**src/rtl/enemy_sprite_engine.sv**
```systemverilog
// Enemy sprite engine: spawns one enemy, streams its pixels to the VGA arbiter over a
// valid/ready handshake, holds for a frame delay, erases, moves down (optionally zig-zagging) and repeats.
module enemy_sprite_engine #(
   parameter int SPR_W           = 10,
   parameter int SPR_H           = 10,
   parameter int DELAY_CYCLES    = 833333,
   parameter int FRAMES_PER_STEP = 15,
   parameter int STEP_X          = 1,
   parameter int STEP_Y          = 1,
   parameter int X_MAX           = 159,
   parameter int Y_LIMIT         = 111
) (
   input  logic       i_clk,
   input  logic       i_reset,
   input  logic       i_go,
   input  logic       i_mode,
   input  logic [7:0] i_x_start,
   input  logic [2:0] i_colour_in,
   input  logic       i_kill,
   input  logic       i_pix_ready,
   output logic [7:0] o_x_out,
   output logic [6:0] o_y_out,
   output logic [2:0] o_colour_out,
   output logic       o_plot,
   output logic       o_active,
   output logic       o_escaped,
   output logic       o_killed
);

   localparam int DW = (DELAY_CYCLES > 1) ? $clog2(DELAY_CYCLES) : 1;
   localparam int FW = $clog2(FRAMES_PER_STEP + 1);
   localparam logic [5:0]    LAST_CX    = 6'(SPR_W - 1);
   localparam logic [5:0]    LAST_CY    = 6'(SPR_H - 1);
   localparam logic [DW-1:0] LAST_DELAY = DW'(DELAY_CYCLES - 1);
   localparam logic [FW-1:0] FRAME_GOAL = FW'(FRAMES_PER_STEP);
   localparam logic [9:0]    X_MAX_W    = 10'(X_MAX);
   localparam logic [9:0]    SPAN_W     = 10'(SPR_W - 1);
   localparam logic [9:0]    STEP_X_W   = 10'(STEP_X);
   localparam logic [7:0]    STEP_X_B   = 8'(STEP_X);
   localparam logic [7:0]    STEP_Y_W   = 8'(STEP_Y);
   localparam logic [7:0]    Y_LIMIT_W  = 8'(Y_LIMIT);
   localparam logic [7:0]    X_CLAMP    = 8'(X_MAX - SPR_W + 1);

   typedef enum logic [2:0] {S_IDLE, S_ARM, S_DRAW, S_HOLD, S_ERASE, S_UPDATE} state_t;

   state_t          r_state, w_stateNext;
   logic [7:0]      r_x, w_x;
   logic [6:0]      r_y, w_y;
   logic            r_dirLeft, w_dirLeft;
   logic            r_mode, w_mode;
   logic [2:0]      r_colour, w_colour;
   logic [5:0]      r_cx, w_cx;
   logic [5:0]      r_cy, w_cy;
   logic [DW-1:0]   r_delayCnt, w_delayCnt;
   logic [FW-1:0]   r_frameCnt, w_frameCnt;
   logic            r_killLatch, w_killLatch;
   logic            w_escaped, w_killed;

   logic [7:0]      r_xOut;
   logic [6:0]      r_yOut;
   logic [2:0]      r_colourOut;
   logic            r_plot, r_active, r_escaped, r_killed;

   logic            w_accept, w_lastPix, w_plotNext;
   logic [7:0]      w_yStep;

   assign w_accept  = ((r_state == S_DRAW) || (r_state == S_ERASE)) && i_pix_ready;
   assign w_lastPix = (r_cx == LAST_CX) && (r_cy == LAST_CY);
   assign w_yStep   = {1'b0, r_y} + STEP_Y_W;

   // Next-state and datapath updates; the scan counter only moves on an accepted pixel.
   always_comb begin
      w_stateNext = r_state;
      w_x         = r_x;
      w_y         = r_y;
      w_dirLeft   = r_dirLeft;
      w_mode      = r_mode;
      w_colour    = r_colour;
      w_cx        = r_cx;
      w_cy        = r_cy;
      w_delayCnt  = r_delayCnt;
      w_frameCnt  = r_frameCnt;
      w_killLatch = r_killLatch;
      w_escaped   = 1'b0;
      w_killed    = 1'b0;

      if (w_accept && !w_lastPix) begin
         if (r_cx == LAST_CX) begin
            w_cx = '0;
            w_cy = r_cy + 6'd1;
         end else begin
            w_cx = r_cx + 6'd1;
         end
      end

      case (r_state)
         S_IDLE: begin
            if (i_go) w_stateNext = S_ARM;
         end
         S_ARM: begin
            if (!i_go) begin
               w_stateNext = S_DRAW;
               w_x         = (({2'b00, i_x_start} + SPAN_W) > X_MAX_W) ? X_CLAMP : i_x_start;
               w_y         = '0;
               w_dirLeft   = 1'b0;
               w_mode      = i_mode;
               w_colour    = i_colour_in;
               w_cx        = '0;
               w_cy        = '0;
            end
         end
         S_DRAW: begin
            if (i_kill) w_killLatch = 1'b1;
            if (w_accept && w_lastPix) begin
               w_cx        = '0;
               w_cy        = '0;
               w_delayCnt  = '0;
               w_frameCnt  = '0;
               w_stateNext = (r_killLatch || i_kill) ? S_ERASE : S_HOLD;
            end
         end
         S_HOLD: begin
            if (i_kill || r_killLatch) begin
               w_killLatch = 1'b1;
               w_stateNext = S_ERASE;
            end else if (r_delayCnt == LAST_DELAY) begin
               w_delayCnt = '0;
               w_frameCnt = r_frameCnt + FW'(1);
               if ((r_frameCnt + FW'(1)) == FRAME_GOAL) w_stateNext = S_ERASE;
            end else begin
               w_delayCnt = r_delayCnt + DW'(1);
            end
         end
         S_ERASE: begin
            if (w_accept && w_lastPix) begin
               w_cx = '0;
               w_cy = '0;
               if (r_killLatch) begin
                  w_stateNext = S_IDLE;
                  w_killed    = 1'b1;
                  w_killLatch = 1'b0;
               end else begin
                  w_stateNext = S_UPDATE;
               end
            end
         end
         S_UPDATE: begin
            // A blocked zig-zag step spends the move reversing direction with x held.
            if (r_mode) begin
               if (!r_dirLeft) begin
                  if (({2'b00, r_x} + SPAN_W + STEP_X_W) > X_MAX_W) w_dirLeft = 1'b1;
                  else w_x = r_x + STEP_X_B;
               end else begin
                  if ({2'b00, r_x} < STEP_X_W) w_dirLeft = 1'b0;
                  else w_x = r_x - STEP_X_B;
               end
            end
            if (w_yStep > Y_LIMIT_W) begin
               w_stateNext = S_IDLE;
               w_killLatch = 1'b0;
               if (i_kill) w_killed = 1'b1;
               else w_escaped = 1'b1;
            end else begin
               w_y         = w_yStep[6:0];
               w_stateNext = S_DRAW;
               w_killLatch = i_kill;
            end
         end
         default: w_stateNext = S_IDLE;
      endcase
   end

   assign w_plotNext = (w_stateNext == S_DRAW) || (w_stateNext == S_ERASE);

   // State register; pixel outputs are registered from the next-cycle scan position.
   always_ff @(posedge i_clk or posedge i_reset) begin
      if (i_reset) begin
         r_state     <= S_IDLE;
         r_x         <= '0;
         r_y         <= '0;
         r_dirLeft   <= 1'b0;
         r_mode      <= 1'b0;
         r_colour    <= '0;
         r_cx        <= '0;
         r_cy        <= '0;
         r_delayCnt  <= '0;
         r_frameCnt  <= '0;
         r_killLatch <= 1'b0;
         r_xOut      <= '0;
         r_yOut      <= '0;
         r_colourOut <= '0;
         r_plot      <= 1'b0;
         r_active    <= 1'b0;
         r_escaped   <= 1'b0;
         r_killed    <= 1'b0;
      end else begin
         r_state     <= w_stateNext;
         r_x         <= w_x;
         r_y         <= w_y;
         r_dirLeft   <= w_dirLeft;
         r_mode      <= w_mode;
         r_colour    <= w_colour;
         r_cx        <= w_cx;
         r_cy        <= w_cy;
         r_delayCnt  <= w_delayCnt;
         r_frameCnt  <= w_frameCnt;
         r_killLatch <= w_killLatch;
         r_plot      <= w_plotNext;
         r_xOut      <= w_plotNext ? (w_x + {2'b00, w_cx}) : '0;
         r_yOut      <= w_plotNext ? (w_y + {1'b0, w_cy}) : '0;
         r_colourOut <= (w_stateNext == S_DRAW) ? w_colour : '0;
         r_active    <= (w_stateNext != S_IDLE) && (w_stateNext != S_ARM);
         r_escaped   <= w_escaped;
         r_killed    <= w_killed;
      end
   end

   assign o_x_out      = r_xOut;
   assign o_y_out      = r_yOut;
   assign o_colour_out = r_colourOut;
   assign o_plot       = r_plot;
   assign o_active     = r_active;
   assign o_escaped    = r_escaped;
   assign o_killed     = r_killed;

endmodule

```
**config.mk**
```make
export PLATFORM = sky130hd
export DESIGN_NAME = enemy_sprite_engine
export DESIGN_NICKNAME = d
export VERILOG_FILES = /design/src/rtl/enemy_sprite_engine.sv
export SDC_FILE = /design/constraint.sdc
export NUM_CORES = 1
export LEC_CHECK = 0
export BUFFER_PORTS_ARGS = -buffer_cell sky130_fd_sc_hd__buf_4
export CAP_MARGIN = 20
export CORE_MARGIN = 8
export CORE_UTILIZATION = 40
export DETAILED_ROUTE_END_ITERATION = 10
export PLACE_DENSITY_LB_ADDON = 0.2
export SLEW_MARGIN = 25
export SYNTH_ARGS = -nofsm -noshare
export SYNTH_HDL_FRONTEND = slang
export SYNTH_SLANG_ARGS = --single-unit
export TNS_END_PERCENT = 10
```
**constraint.sdc**
```tcl
create_clock -name i_clk -period 5.2 [get_ports i_clk]
set_input_delay 0.26 -clock i_clk [delete_from_list [all_inputs] [get_ports i_clk]]
set_output_delay 0.26 -clock i_clk [all_outputs]
set_load 0.01 [all_outputs]
```
Yosys cells after proc, flatten, opt, wreduce, memory -nomap -nowiden
Cells that the tools add are included.
{"block": "classes", "addsub": 12, "magnitude_cmp": 4, "n_eq_ne": 20, "n_mux": 63, "n_bitwise": 1, "reduce_logical": 20}
{"cell": "20-bit two-way mux", "n": 3}
{"cell": "8-bit two-way mux", "n": 7}
{"cell": "6-bit two-way mux", "n": 8}
{"cell": "20-bit case mux with 2 select lines", "n": 1}
{"cell": "3-bit two-way mux", "n": 12}
{"cell": "6-bit case mux with 2 select lines", "n": 2}
{"cell": "7-bit two-way mux", "n": 3}
{"cell": "20-bit by 1-bit adder with 20-bit output (second input constant)", "n": 1}
{"cell": "20-bit == test (second input constant)", "n": 1}
{"cell": "8-bit by 4-bit adder with 9-bit output (second input constant)", "n": 2}
{"cell": "3-bit case mux with 6 select lines", "n": 1}
{"cell": "1-bit two-way mux", "n": 16}
{"cell": "8-bit case mux with 2 select lines", "n": 1}
{"cell": "7-bit case mux with 2 select lines", "n": 1}
{"cell": "6-bit by 1-bit adder with 6-bit output (second input constant)", "n": 2}
{"cell": "6-bit by 4-bit == test with 1-bit output (second input constant)", "n": 2}
{"cell": "4-bit two-way mux", "n": 3}
{"cell": "2-bit != test (second input constant)", "n": 6}
{"cell": "9-bit by 1-bit adder with 10-bit output (second input constant)", "n": 1}
{"cell": "10-bit by 8-bit greater-than comparator with 1-bit output (second input constant)", "n": 1}
{"cell": "3-bit by 2-bit == test with 1-bit output (second input constant)", "n": 3}
{"cell": "3-bit == test (second input constant)", "n": 3}
{"cell": "9-bit by 8-bit greater-than comparator with 1-bit output (second input constant)", "n": 1}
{"cell": "7-bit by 1-bit adder with 8-bit output (second input constant)", "n": 1}
{"cell": "other kinds (27)", "n": 38}
{"block": "totals", "regBits": 82, "output_inout_bits": 22, "wordCells": 138}

Depth between registers and ports, before layout
{"block": "logic_depth", "word_depth": 9, "depth_mapped": 17}

Worst setup path before layout
No wires, ideal clock.
{"block": "synth_timing", "path_type": "reg-to-reg", "start": "register r_x[1]", "end": "register r_xOut[6] (netlist: o_x_out[6])", "arrival_time_ps": 3618, "t_required_ps": 5106, "path_slack_ps": 1488, "stages_incl_launch_ff": 18, "n_path_buf": 0, "period_less_slack_ps": 3712, "path_cell_list": "dfrtp_1 -> inv_1 -> ha_1 -> or4b_4 -> nor4_2 -> nor2_1 -> a31oi_1 -> a31oi_1 -> o311ai_0 -> ha_1 -> inv_1 -> fa_1 -> nor2b_1 -> o21ai_0 -> a21oi_1 -> o21ai_0 -> a21o_1 -> a221oi_2"}
{"block": "synth_via", "elab_chain_cells": 9}
{"element": "start, declared", "line_no": "47", "text": "logic [7:0] r_x, w_x;"}
{"element": "start signal, assigned", "line_no": "198", "text": "r_x <= w_x;"}
{"element": "8-bit by 4-bit adder with 9-bit output", "line_no": "151", "text": "if (({2'b00, r_x} + SPAN_W + STEP_X_W) > X_MAX_W) w_dirLeft = 1'b1;"}
{"element": "9-bit by 1-bit adder with 10-bit output", "line_no": "151"}
{"element": "10-bit by 8-bit greater-than comparator with 1-bit output", "line_no": "151"}
{"element": "8-bit two-way mux", "line_no": "151"}
{"element": "8-bit two-way mux (*)", "line_no": "150", "text": "if (!r_dirLeft) begin"}
{"element": "8-bit two-way mux (*)", "line_no": "149", "text": "if (r_mode) begin"}
{"element": "8-bit case mux with 2 select lines (*)", "line_no": "96", "text": "case (r_state)"}
{"element": "net w_x[0]", "line_no": "47"}
{"element": "8-bit by 6-bit adder with 8-bit output (*)", "line_no": "209", "text": "r_xOut <= w_plotNext ? (w_x + {2'b00, w_cx}) : '0;"}
{"element": "8-bit two-way mux (*)", "line_no": "209"}
{"element": "end signal, assigned", "line_no": "209"}
{"element": "end, declared", "line_no": "59", "text": "logic [7:0] r_xOut;"}
Mark *: on every way through the listed nets, which the timed path passes. The rest lies on a longest branch.
A chain may end at the register's enable or synchronous reset.

Worst setup path after layout
Ends and elaborated chain as after synthesis.

==> flow_summary_export.csv <==
group,metric,value,unit
run_status,outcome,"finished, final reports clean",
setup_path,cp-start-kind,"flop",
global_routing,grtUsageTotal,15.5,%
setup_path,crit_family,"compound AO/OA/AOI/OAI gates",
layout,layout-drive-gt1-share,13.8,%
setup_path,cp_slowest_cell,"or4b_4",
clock_network,clockRootBuffer,"clkbuf_16",
timing,period_needed,4.27,ns
clock_network,cts_setup_buffers,0,
power_and_ir_drop,leakage,2.76,nW
power_and_ir_drop,switching_share,34.3,%
route,vias_per_cell,5.62,
timing,rsz0062_at_grt,"false",
clock_network,clk_latency,0.35,ns
synthesis,syn-num-nets,644,
clock_network,cts_resized,0,
timing,skew,0.00560,ns
synthesis,synthesis.area,5410,sq um
power_and_ir_drop,ir_worst_vdd,0.000274,V
setup_path,path_cells,"inv_1, ha_1, or4b_4, nor4_2, nor2_1, a31oi_1, a31oi_1, o311ai_0, ha_1, inv_1, fa_1, nor2b_1, o21ai_0, a21oi_1, o21ai_0, a21o_1, a221oi_2",
route,drc,0,
setup_path,end_kind,"flop",
placement,portBuffers,38,
setup_path,crit_buf_inv,2,
global_routing,grt_pass1_wl,22200,microns
power_and_ir_drop,p_comb_share,32.5,%
setup_path,critPathMaxFanout,6,
global_routing,grt_max_degree,49,
timing,worst_pin_slew,1.05,ns
clock_network,cts_buffers,9,
power_and_ir_drop,p_switching,0.743,mW
setup_path,cpPeakStageDelay,0.49,ns
power_and_ir_drop,pwr-share-seq,36.3,%
global_routing,grt_pass1_vias,4452,
synthesis,synth-warning-count,0,
die,die_w,132,microns
setup_path,critPathRequiredTime,5.46,ns
power_and_ir_drop,intPower,1.43,mW
global_routing,antenna_found_initial,0,
timing,max_slew_margin,30.0,%
hold_path,min_path_type,"in2async",
die,ios,39,
power_and_ir_drop,p_per_area,351,nW/um^2
route,dr.first_iter.drc_count,333,
route,via_count,4531,
clock_network,clock_path_buffers,2,
clock_network,cts_max_level,3,
timing,setup_slack,0.932,ns
synthesis,synth_edf_count,0,
flow_run,cap_violations,0,
die,die-area,17500,sq um
clock_network,cts_tree,"done",
timing,maxSlewViolCount,0,
route,routed_wl,13300,microns
timing,final.period_utilization,82.1,%
timing,setup_viol,0,
clock_network,numClockSinks,82,
synthesis,ys.flop_type,"dfrtp_1",
die,core_area,13200,sq um
timing,setup_tns,0,ns
synthesis,synth-seq-cells,82,
layout,n_antenna_cell,0,
layout,fin_nets,676,
placement,post-dp-hpwl,9730,microns
die,std_cell_rows,42,
setup_path,crit_arrival,4.53,ns
layout,syn2layout_area_growth,14.3,%
synthesis,ys_seq_area_share,37.9,%
clock_network,clkTransAtPathRegs,0.07,ns
synthesis,avgSynthCellArea,9.12,sq um
synthesis,async_flop_share,100,%
placement,place_ws,1.03,ns
route,wl_per_cell,16.5,microns
setup_path,crit_type,"reg2reg",
placement,gp_congestion,0.869,
global_routing,grt-ovfl-total,0,
route,firstDrtPassIters,5,
timing,hold_slack,0.0233,ns
power_and_ir_drop,power_frac_clock,31.2,%
clock_network,hold_buffers,0,
synthesis,synth_cell_types,72,
timing,final-hold-violation-count,0,
timing,fmax,0.234,GHz
die,fp.dieH,132,microns
route,ant_nets,0,
synthesis,synth_cells,593,
die,start_util,40.8,%
routing by layer:
| metal | global-route usage [%] | part of all wire (%) | routed length (microns) |
|---|---|---|---|
| met1 | 20.0 | 48 | 6330 |
| met5 | 0 | 0 | 0 |
| met3 | 3.96 | 4.3 | 577 |
| met2 | 24.7 | 46 | 6160 |
| met4 | 5.36 | 1.8 | 239 |
Yosys cell counts (all sizes together) (10+ instances only):
cell | n | area (sq um)
a211oi | 14 | 105
a21oi | 33 | 169
a31oi | 10 | 62.6
and2 | 10 | 62.6
and3 | 13 | 81.3
buf | 12 | 75.1
clkbuf | 11 | 41.3
dfrtp | 82 | 2050
ha | 32 | 400
inv | 37 | 139
nand2 | 50 | 188
nand3 | 16 | 80.1
nand4 | 20 | 125
nor2 | 46 | 173
nor2b | 13 | 81.3
nor3 | 11 | 55.1
o21ai | 33 | 165
o31ai | 10 | 75.1
xor2 | 21 | 184
cell usage in the layout, fill, tap and decap left out, drive strengths merged, types with 6 or more instances in the layout:
cell / netlist / routed
nor3: 11 / 11
nand2b: 6 / 6
nand2: 50 / 50
o21ai: 33 / 33
buf: 12 / 44
xor2: 21 / 21
and2: 10 / 10
a211oi: 14 / 14
a21oi: 33 / 33
nand3: 16 / 16
o31ai: 10 / 10
nor2: 46 / 46
inv: 37 / 39
clkbuf: 11 / 9
a31oi: 10 / 10
nor2b: 13 / 13
a21o: 8 / 8
dfrtp: 82 / 82
nand4: 20 / 20
and3: 13 / 13
ha: 32 / 32
logic make-up (layout without fill, tap and decap cells):
group,count (synthesis),in the layout,share of synthesized area [%]
compound gates,158,158,20.5
simple gates,230,230,23.9
xor+xnor,26,26,4.21
mux,3,3,0.578
buf+inv,60,97,4.72
flops,82,82,37.9
fa+ha+maj,34,34,8.14
area by class of cell:
class	instances	area [sq um]
Clock inverter	7	86.3
Inverter	37	140
Clock buffer	9	225
Timing Repair Buffer	44	350
Multi-Input combinational cell	451	3110
Tap cell	176	220
Sequential cell	82	2050
Fill cell	1270	7060
power groups by stage:
stage	Clock, mW	Sequential [mW]	Combinational, mW
finish	0.677	0.788	0.705
global route	0.715	0.800	0.791
CTS	0.691	0.788	0.711
detailed placement	0	0.797	0.700
global placement	0	0.797	0.697
floorplan	0	0.805	0.473
through the flow:
step           instance area [sq um]  std cells  power (mW)  utilization [%]
2_1_floorplan                   5410        593        1.28                -
3_3_place_gp                    5840        789        1.49             44.1
3_5_place_dp                    5870        790        1.50             44.3
4_1_cts                         6180        806        2.19             46.7
5_1_grt                         6180        806        2.31             46.7
6_report                        6180        806        2.17             46.7
sequential cells by signal (all words and copies together) (netlist names):
signal	flops
r_dirLeft	1
r_delayCnt	20
o_killed	1
o_colour_out	3
r_cx	6
o_plot	1
r_x	8
r_y	7
o_x_out	8
r_cy	6
r_state	3
o_y_out	7
r_mode	1
o_active	1
r_frameCnt	4
o_escaped	1
r_colour	3
r_killLatch	1
tightest hold or removal path, delay by kind of cell:
family                 cells  cell delay, ns
buffers and inverters      3            0.55
final timing paths:
path | from | to | cells after the start | slack [ns]
max in group asynchronous | i_reset | r_x[3] | 4 | 4.58
worst min register to register | r_colour[2] | r_colour[2] | 2 | 0.49
worst min-delay path | i_reset | r_y[3] | 3 | 0.02
worst max-delay path | r_x[1] | o_x_out[6] | 17 | 0.93
worst max register to register | r_x[1] | o_x_out[6] | 17 | 0.93
min in group i_clk | i_mode | r_mode | 3 | 0.11
Power figures use the tool's default switching activity.
